==> src/rtl/ad_ip_jesd204_link_pkg.sv <==
`default_nettype none
// ============================================================================
// Module : ad_ip_jesd204_link_pkg
// Desc   : Shared state encoding and sizing helpers for the JESD204 SOF aligner.
// Rev    : 1.0 - initial release
// ============================================================================
package ad_ip_jesd204_link_pkg;

    localparam logic c_ST_SEARCH = 1'b0;
    localparam logic c_ST_LOCKED = 1'b1;

    typedef enum logic [0:0] {
        ST_SEARCH = c_ST_SEARCH,
        ST_LOCKED = c_ST_LOCKED
    } link_state_t;

    function automatic int lane_bits(input int octets);
        return 8 * octets;
    endfunction

    function automatic int beat_bits(input int lanes, input int octets);
        return lanes * lane_bits(octets);
    endfunction

    function automatic int offset_bits(input int octets);
        return (octets > 1) ? $clog2(octets) : 1;
    endfunction

    // Index of the lowest set bit; 0 when the vector is empty.
    function automatic int lowest_set_idx(input logic [63:0] vec);
        int idx;
        idx = 0;
        for (int i = 63; i >= 0; i--) begin
            if (vec[i]) begin
                idx = i;
            end
        end
        return idx;
    endfunction

endpackage
`default_nettype wire

==> src/rtl/ad_ip_jesd204_link_sof_align_if.sv <==
`default_nettype none
// ============================================================================
// Module : ad_ip_jesd204_link_sof_align_if
// Desc   : Beat stream and status bundle between link layer and SOF aligner.
// Rev    : 1.0 - initial release
// ============================================================================
interface ad_ip_jesd204_link_sof_align_if #(
    parameter int NUM_LANES       = 4,
    parameter int OCTETS_PER_BEAT = 8
);
    import ad_ip_jesd204_link_pkg::*;

    localparam int c_DATA_W = beat_bits(NUM_LANES, OCTETS_PER_BEAT);

    logic                       in_link_valid;
    logic [OCTETS_PER_BEAT-1:0] in_link_sof;
    logic [c_DATA_W-1:0]        in_link_data;
    logic                       out_link_valid;
    logic [OCTETS_PER_BEAT-1:0] out_link_sof;
    logic [c_DATA_W-1:0]        out_link_data;
    logic                       status_locked;
    logic                       status_align_err;

    modport master (
        output in_link_valid, in_link_sof, in_link_data,
        input  out_link_valid, out_link_sof, out_link_data,
        input  status_locked, status_align_err
    );

    modport slave (
        input  in_link_valid, in_link_sof, in_link_data,
        output out_link_valid, out_link_sof, out_link_data,
        output status_locked, status_align_err
    );

endinterface
`default_nettype wire

==> src/rtl/ad_ip_jesd204_link_shifter.sv <==
`default_nettype none
// ============================================================================
// Module : ad_ip_jesd204_link_shifter
// Desc   : Registered 2*W -> W window select over {cur, prev} by unit offset k.
// Rev    : 1.0 - initial release
// ============================================================================
module ad_ip_jesd204_link_shifter #(
    parameter int UNITS     = 8,
    parameter int UNIT_BITS = 8,
    parameter int K_W       = 3
) (
    input  wire                         clk,
    input  wire                         rst,
    input  wire [UNITS*UNIT_BITS-1:0]   i_cur,
    input  wire [UNITS*UNIT_BITS-1:0]   i_prev,
    input  wire [K_W-1:0]               i_k,
    output logic [UNITS*UNIT_BITS-1:0]  o_data
);
    localparam int c_W = UNITS * UNIT_BITS;

    logic [c_W-1:0] w_window;
    logic [c_W-1:0] r_data;

    assign w_window = c_W'({i_cur, i_prev} >> (UNIT_BITS * int'(i_k)));

    always_ff @(posedge clk or posedge rst) begin
        if (rst) begin
            r_data <= '0;
        end else begin
            r_data <= w_window;
        end
    end

    assign o_data = r_data;

endmodule
`default_nettype wire

==> src/rtl/ad_ip_jesd204_link_sof_align.sv <==
`default_nettype none
// ============================================================================
// Module : ad_ip_jesd204_link_sof_align
// Desc   : Detects the SOF octet offset and realigns lane data/SOF to octet 0.
//          Optional SOF_ALIGN_ERR_CNT_EN adds a saturating status_err_cnt port.
// Rev    : 1.0 - initial release
// ============================================================================
module ad_ip_jesd204_link_sof_align
    import ad_ip_jesd204_link_pkg::*;
#(
    parameter int NUM_LANES       = 4,
    parameter int OCTETS_PER_BEAT = 8,
    parameter int SOF_STEP        = 4
) (
    input  wire                          link_clk,
    input  wire                          reset,
    ad_ip_jesd204_link_sof_align_if.slave link
`ifdef SOF_ALIGN_ERR_CNT_EN
    ,
    output logic [15:0]                  status_err_cnt
`endif
);
    localparam int c_LANE_W = lane_bits(OCTETS_PER_BEAT);
    localparam int c_DATA_W = beat_bits(NUM_LANES, OCTETS_PER_BEAT);
    localparam int c_K_W    = offset_bits(OCTETS_PER_BEAT);

    link_state_t                r_state;
    link_state_t                w_state_next;
    logic [c_K_W-1:0]           r_k;
    logic [c_K_W-1:0]           w_k_next;
    logic [c_K_W-1:0]           w_k_new;
    int                         w_k_new_idx;
    logic                       w_k_legal;
    logic                       w_sof_any;
    logic                       w_sof_at_k;
    logic [c_DATA_W-1:0]        r_prev_data;
    logic [OCTETS_PER_BEAT-1:0] r_prev_sof;
    logic                       r_out_valid;
    logic                       w_out_valid_next;
    logic                       r_align_err;
    logic                       w_align_err;

    assign w_k_new_idx = lowest_set_idx(64'(link.in_link_sof));
    assign w_k_new     = c_K_W'(w_k_new_idx);
    assign w_k_legal   = (w_k_new_idx % SOF_STEP) == 0;
    assign w_sof_any   = |link.in_link_sof;
    assign w_sof_at_k  = link.in_link_sof[r_k];

    always_comb begin
        w_state_next     = r_state;
        w_k_next         = r_k;
        w_align_err      = 1'b0;
        w_out_valid_next = 1'b0;
        if (!link.in_link_valid) begin
            w_state_next = ST_SEARCH;
        end else begin
            case (r_state)
                ST_SEARCH: begin
                    if (w_sof_any) begin
                        if (w_k_legal) begin
                            w_k_next     = w_k_new;
                            w_state_next = ST_LOCKED;
                        end else begin
                            w_align_err = 1'b1;
                        end
                    end
                end
                ST_LOCKED: begin
                    w_out_valid_next = 1'b1;
                    // The beat straddling an offset change mixes two phases; drop it.
                    if (w_sof_any && !w_sof_at_k) begin
                        w_align_err      = 1'b1;
                        w_out_valid_next = 1'b0;
                        if (w_k_legal) begin
                            w_k_next = w_k_new;
                        end else begin
                            w_state_next = ST_SEARCH;
                        end
                    end
                end
                default: w_state_next = ST_SEARCH;
            endcase
        end
    end

    always_ff @(posedge link_clk or posedge reset) begin
        if (reset) begin
            r_state     <= ST_SEARCH;
            r_k         <= '0;
            r_prev_data <= '0;
            r_prev_sof  <= '0;
            r_out_valid <= 1'b0;
            r_align_err <= 1'b0;
        end else begin
            r_state     <= w_state_next;
            r_k         <= w_k_next;
            r_out_valid <= w_out_valid_next;
            r_align_err <= w_align_err;
            if (link.in_link_valid) begin
                r_prev_data <= link.in_link_data;
                r_prev_sof  <= link.in_link_sof;
            end else begin
                r_prev_data <= '0;
                r_prev_sof  <= '0;
            end
        end
    end

    generate
        for (genvar l = 0; l < NUM_LANES; l++) begin : g_lane
            ad_ip_jesd204_link_shifter #(
                .UNITS     (OCTETS_PER_BEAT),
                .UNIT_BITS (8),
                .K_W       (c_K_W)
            ) u_data_shift (
                .clk    (link_clk),
                .rst    (reset),
                .i_cur  (link.in_link_data[l*c_LANE_W +: c_LANE_W]),
                .i_prev (r_prev_data[l*c_LANE_W +: c_LANE_W]),
                .i_k    (r_k),
                .o_data (link.out_link_data[l*c_LANE_W +: c_LANE_W])
            );
        end
    endgenerate

    ad_ip_jesd204_link_shifter #(
        .UNITS     (OCTETS_PER_BEAT),
        .UNIT_BITS (1),
        .K_W       (c_K_W)
    ) u_sof_shift (
        .clk    (link_clk),
        .rst    (reset),
        .i_cur  (link.in_link_sof),
        .i_prev (r_prev_sof),
        .i_k    (r_k),
        .o_data (link.out_link_sof)
    );

    assign link.out_link_valid   = r_out_valid;
    assign link.status_locked    = (r_state == ST_LOCKED);
    assign link.status_align_err = r_align_err;

`ifdef SOF_ALIGN_ERR_CNT_EN
    logic [15:0] r_err_cnt;

    always_ff @(posedge link_clk or posedge reset) begin
        if (reset) begin
            r_err_cnt <= '0;
        end else if (w_align_err && (r_err_cnt != 16'hFFFF)) begin
            r_err_cnt <= r_err_cnt + 16'd1;
        end
    end

    assign status_err_cnt = r_err_cnt;
`endif

endmodule
`default_nettype wire

==> src/flat_wrapper.sv <==
// flat-port wrapper written by rule: the top's interface ports become plain ports
module ad_ip_jesd204_link_sof_align_flat import ad_ip_jesd204_link_pkg::*;
#(
    parameter int NUM_LANES       = 4,
    parameter int OCTETS_PER_BEAT = 8,
    parameter int SOF_STEP        = 4
)
  (link_clk, reset, link_in_link_valid, link_in_link_sof, link_in_link_data, link_out_link_valid, link_out_link_sof, link_out_link_data, link_status_locked, link_status_align_err);
  ad_ip_jesd204_link_sof_align_if #(.NUM_LANES(NUM_LANES), .OCTETS_PER_BEAT(OCTETS_PER_BEAT)) link_i ();
  input  wire link_clk;
  input  wire reset;
  input wire logic [$bits(link_i.in_link_valid)-1:0] link_in_link_valid;
  input wire logic [$bits(link_i.in_link_sof)-1:0] link_in_link_sof;
  input wire logic [$bits(link_i.in_link_data)-1:0] link_in_link_data;
  output wire logic [$bits(link_i.out_link_valid)-1:0] link_out_link_valid;
  output wire logic [$bits(link_i.out_link_sof)-1:0] link_out_link_sof;
  output wire logic [$bits(link_i.out_link_data)-1:0] link_out_link_data;
  output wire logic [$bits(link_i.status_locked)-1:0] link_status_locked;
  output wire logic [$bits(link_i.status_align_err)-1:0] link_status_align_err;
  assign link_i.in_link_valid = link_in_link_valid;
  assign link_i.in_link_sof = link_in_link_sof;
  assign link_i.in_link_data = link_in_link_data;
  assign link_out_link_valid = link_i.out_link_valid;
  assign link_out_link_sof = link_i.out_link_sof;
  assign link_out_link_data = link_i.out_link_data;
  assign link_status_locked = link_i.status_locked;
  assign link_status_align_err = link_i.status_align_err;
  ad_ip_jesd204_link_sof_align #(.NUM_LANES(NUM_LANES), .OCTETS_PER_BEAT(OCTETS_PER_BEAT), .SOF_STEP(SOF_STEP)) u_core (.link_clk(link_clk), .reset(reset), .link(link_i));
endmodule
==> config.mk <==
export PLATFORM = sky130hd
export DESIGN_NAME = ad_ip_jesd204_link_sof_align_flat
export DESIGN_NICKNAME = d
export VERILOG_FILES = /design/src/rtl/ad_ip_jesd204_link_pkg.sv /design/src/rtl/ad_ip_jesd204_link_sof_align_if.sv /design/src/rtl/ad_ip_jesd204_link_shifter.sv /design/src/rtl/ad_ip_jesd204_link_sof_align.sv /design/src/flat_wrapper.sv
export SDC_FILE = /design/constraint.sdc
export NUM_CORES = 2
export LEC_CHECK = 0
export ABC_AREA = 1
export ABC_CLOCK_PERIOD_IN_PS = 42800
export CORE_UTILIZATION = 40
export DETAILED_ROUTE_END_ITERATION = 10
export SLEW_MARGIN = 20
export SYNTH_ARGS = -nofsm -noshare
export SYNTH_HDL_FRONTEND = slang
export SYNTH_SLANG_ARGS = --single-unit
==> constraint.sdc <==
create_clock -name link_clk -period 42.8 [get_ports link_clk]
set_input_delay 4.28 -clock link_clk [delete_from_list [all_inputs] [get_ports link_clk]]
set_output_delay 4.28 -clock link_clk [all_outputs]
set_load 0.01 [all_outputs]
==> run metrics <==
outcome=finished clean; Initial DRT Pass Iterations=6; vias post-DR=between 20,000 and 25,000; sequential fraction of the synthesis area=between 40 and 50%; Post-Syn Area=about 0.027 mm2; yosys warns=0; Clock Power Share=between 40 and 50%; Cell Chain, Critical Path=clkdlybuf4s50_1 > inv_8 > buf_12 > buf_4; Clock Tree Buf Depth=3; clk slew on worst S/H paths=around 60 ps; PD cells=about 37 mW/mm2; busiest grt layer=met2; num rows=95; total die area=0.0696 mm2; Sink Count=roughly 530; Die Wd=264 um; Layout area overhead=27.4%; layout cells sized above 1=~3.3%; Root Driver=clkbuf_16; cells after synthesis=between 3,000 and 4,000; final WL=roughly 82 mm; syn nets=about 3,800; drt initial violations=1,873; die height=around 260 um; synth unique cells=21; Routed Antenna Nets=0; Post-CTS Resized=0; post-layout min period=roughly 6500 ps; post-layout instance area=0.0349 mm2; CP arrival=roughly 7100 ps; ys async rst share=100%; Yosys top cell by area=dfrtp_1; fin crit share=between 10% and 20%; leakage power=about 17 nW; slowest stage cell, crit path=buf_4; first-pass GRT wire length=131 mm; Final Non-Filler Cells=between 4,000 and 5,000; DRC viols=0; CP Launch Type=input pin; Rel. slew slack=between 20% and 30%; number of global-route vias before repair=around 23,000; initial core utilization=40.6%; met3 Track Usage GR=under 10%; number of setup buffers added after CTS=0; Final GP Congestion=between 0.8 and 0.9; P_int=just under 1 mW; port buffer count=533; top-count cell post-synth=nand2_1; Slew Limit Fails=0; Synth Register Bits=between 500 and 600; # IOs=around 530; sequential share of power=roughly 43%; CP Class=in2async; Fillers=6,465; Primary FF master, synth=dfrtp_1; All-Layer GR Usage=23.4%; cts-stage hold buffer count=0; Hold Path Class=reg2reg; Layout Skew=approximately 30 ps; worst vdd ir=around 0.033 mV; Inst Count DP=4,699; Comb power frac=between 10% and 20%; synth top area cells=dfrtp_1 49%, nand2_1 16%, o21ai_0 7.6%; pin count of the biggest net entering global routing=between 200 and 300; Crit Path Max Fanout=~140; met2 usage=between 30 and 40%; CP max stage delay=820 ps; Final Util=51.7%; Via density=5.01; maxcap violations=0; wire length per cell=17.1 um; Post-synth EDFFs=0; most frequent cells after synthesis=1,202 x nand2_1, 534 x dfrtp_1, 417 x o21ai_0; Crit path required time=about 43,000 ps; Placed Area=~0.033 mm2; worst skew pair latency=630 ps; Yosys top cell area share=between 40% and 50%; Fin. Hold Viols=0; # nets final=roughly 4,200; crit end category=asynchronous set/reset pin; total gr overflow=0; CTS buffer count=60; CTS H-tree depth=2; syn_area_per_cell=about 7.8 um2; unrepaired setup endpoints after global routing=no; switching share of power=between 20% and 30%; FMAX=0.154 GHz; net switching power=0.320 mW; met1 Use GR=30.7%; Detailed Place HPWL=approximately 53 mm; CTS tree=yes; initial antenna violation count=13; total negative slack=0 ps; Slew @ Worst Pin=~1100 ps; Core Area=roughly 0.068 mm2; Final setup viols=0
==> per-stage QoR <==
stage | hold WS (ps) | setup slack (ps) | total power, mW
floorplan | 553 | 23600 | 0.638
global placement | 567 | 35630 | 0.742
detailed placement | 575 | 35600 | 0.742
CTS | 588 | 36270 | 1.30
global route | 616 | 35910 | 1.34
finish | 581 | 36320 | 1.28
==> cell type report <==
| cell class | count | area [um2] | area share [%] |
|---|---|---|---|
| antenna | 9 | 22.5 | 0.0645 |
| clock buffer | 87 | 1780 | 5.11 |
| clock inverter | 22 | 347 | 0.993 |
| inverter | 354 | 1360 | 3.89 |
| multi-input combinational | 2384 | 11400 | 32.6 |
| sequential | 534 | 13400 | 38.3 |
| tap | 873 | 1090 | 3.13 |
| timing repair buffer | 555 | 5560 | 15.9 |
==> registers in the layout, summed over array words and instances (netlist names) <==
register,count
u_core.r_prev_data,256
u_core.link.out_link_valid,1
u_core.r_k,3
u_core.link.status_align_err,1
u_core.link.status_locked,1
u_core.r_prev_sof,8
u_core.g_lane.u_data_shift.o_data,256
u_core.u_sof_shift.o_data,8
==> worst max-delay path, delay by kind of cell <==
| family | cells | cell delay, ps |
|---|---|---|
| buffers and inverters | 4 | 2490 |
==> placed cells by master, fill, tap and decap left out, types with 18 or more instances in the layout <==
| master | netlist | routed |
|---|---|---|
| nand2_1 | 1202 | 1202 |
| buf_4 | 24 | 18 |
| inv_1 | 351 | 350 |
| a21oi_1 | 108 | 108 |
| o21ai_0 | 417 | 417 |
| o21ai_1 | 69 | 69 |
| clkdlybuf4s50_1 | 0 | 532 |
| a22oi_1 | 28 | 28 |
| dfrtp_1 | 534 | 531 |
| nor2_1 | 36 | 36 |
| clkbuf_16 | 0 | 61 |
| nand3_1 | 328 | 328 |
| mux2i_1 | 175 | 175 |
==> kinds of logic (layout without fill, tap and decap cells) <==
| logic type | after synthesis | in the layout | share of synthesized area (%) |
|---|---|---|---|
| and+or+nand+nor | 1567 | 1567 | 23.0 |
| AOI/OAI and AO/OA | 642 | 642 | 12.1 |
| buffers and inverters | 613 | 1018 | 9.78 |
| DFF | 534 | 534 | 48.8 |
| muxes | 175 | 175 | 6.39 |
| other | 0 | 9 | 0 |
==> worst paths after layout <==
path                                                             to  cells after the start                                     from  slack [ps]
max in group link_clk                        link_out_link_data[66]                      1  u_core.g_lane[1].u_data_shift.o_data[2]       36920
hold / removal              u_core.g_lane[3].u_data_shift.o_data[7]                      4                  u_core.r_prev_data[199]         580
hold reg to reg             u_core.g_lane[3].u_data_shift.o_data[7]                      4                  u_core.r_prev_data[199]         580
min in group asynchronous  u_core.g_lane[2].u_data_shift.o_data[57]                      2                                    reset        4210
setup / recovery           u_core.g_lane[0].u_data_shift.o_data[54]                      4                                    reset       36320
setup reg to reg           u_core.g_lane[1].u_data_shift.o_data[32]                      6                            u_core.r_k[0]       38170
==> power groups by stage <==
stage	Sequential, mW	Clock (mW)	Combinational [mW]
after global routing	0.559	0.587	0.195
after floorplan	0.572	0	0.0663
after detailed placement	0.564	0	0.178
after CTS	0.556	0.568	0.179
after global placement	0.564	0	0.178
final	0.555	0.552	0.177
==> layer usage <==
layer,wire length (um),up-vias
met1,35400,11300
li1,-,12000
met2,39700,722
met5,55,-
met3,5380,120
met4,1910,8
(Power assumes the default switching activity.)
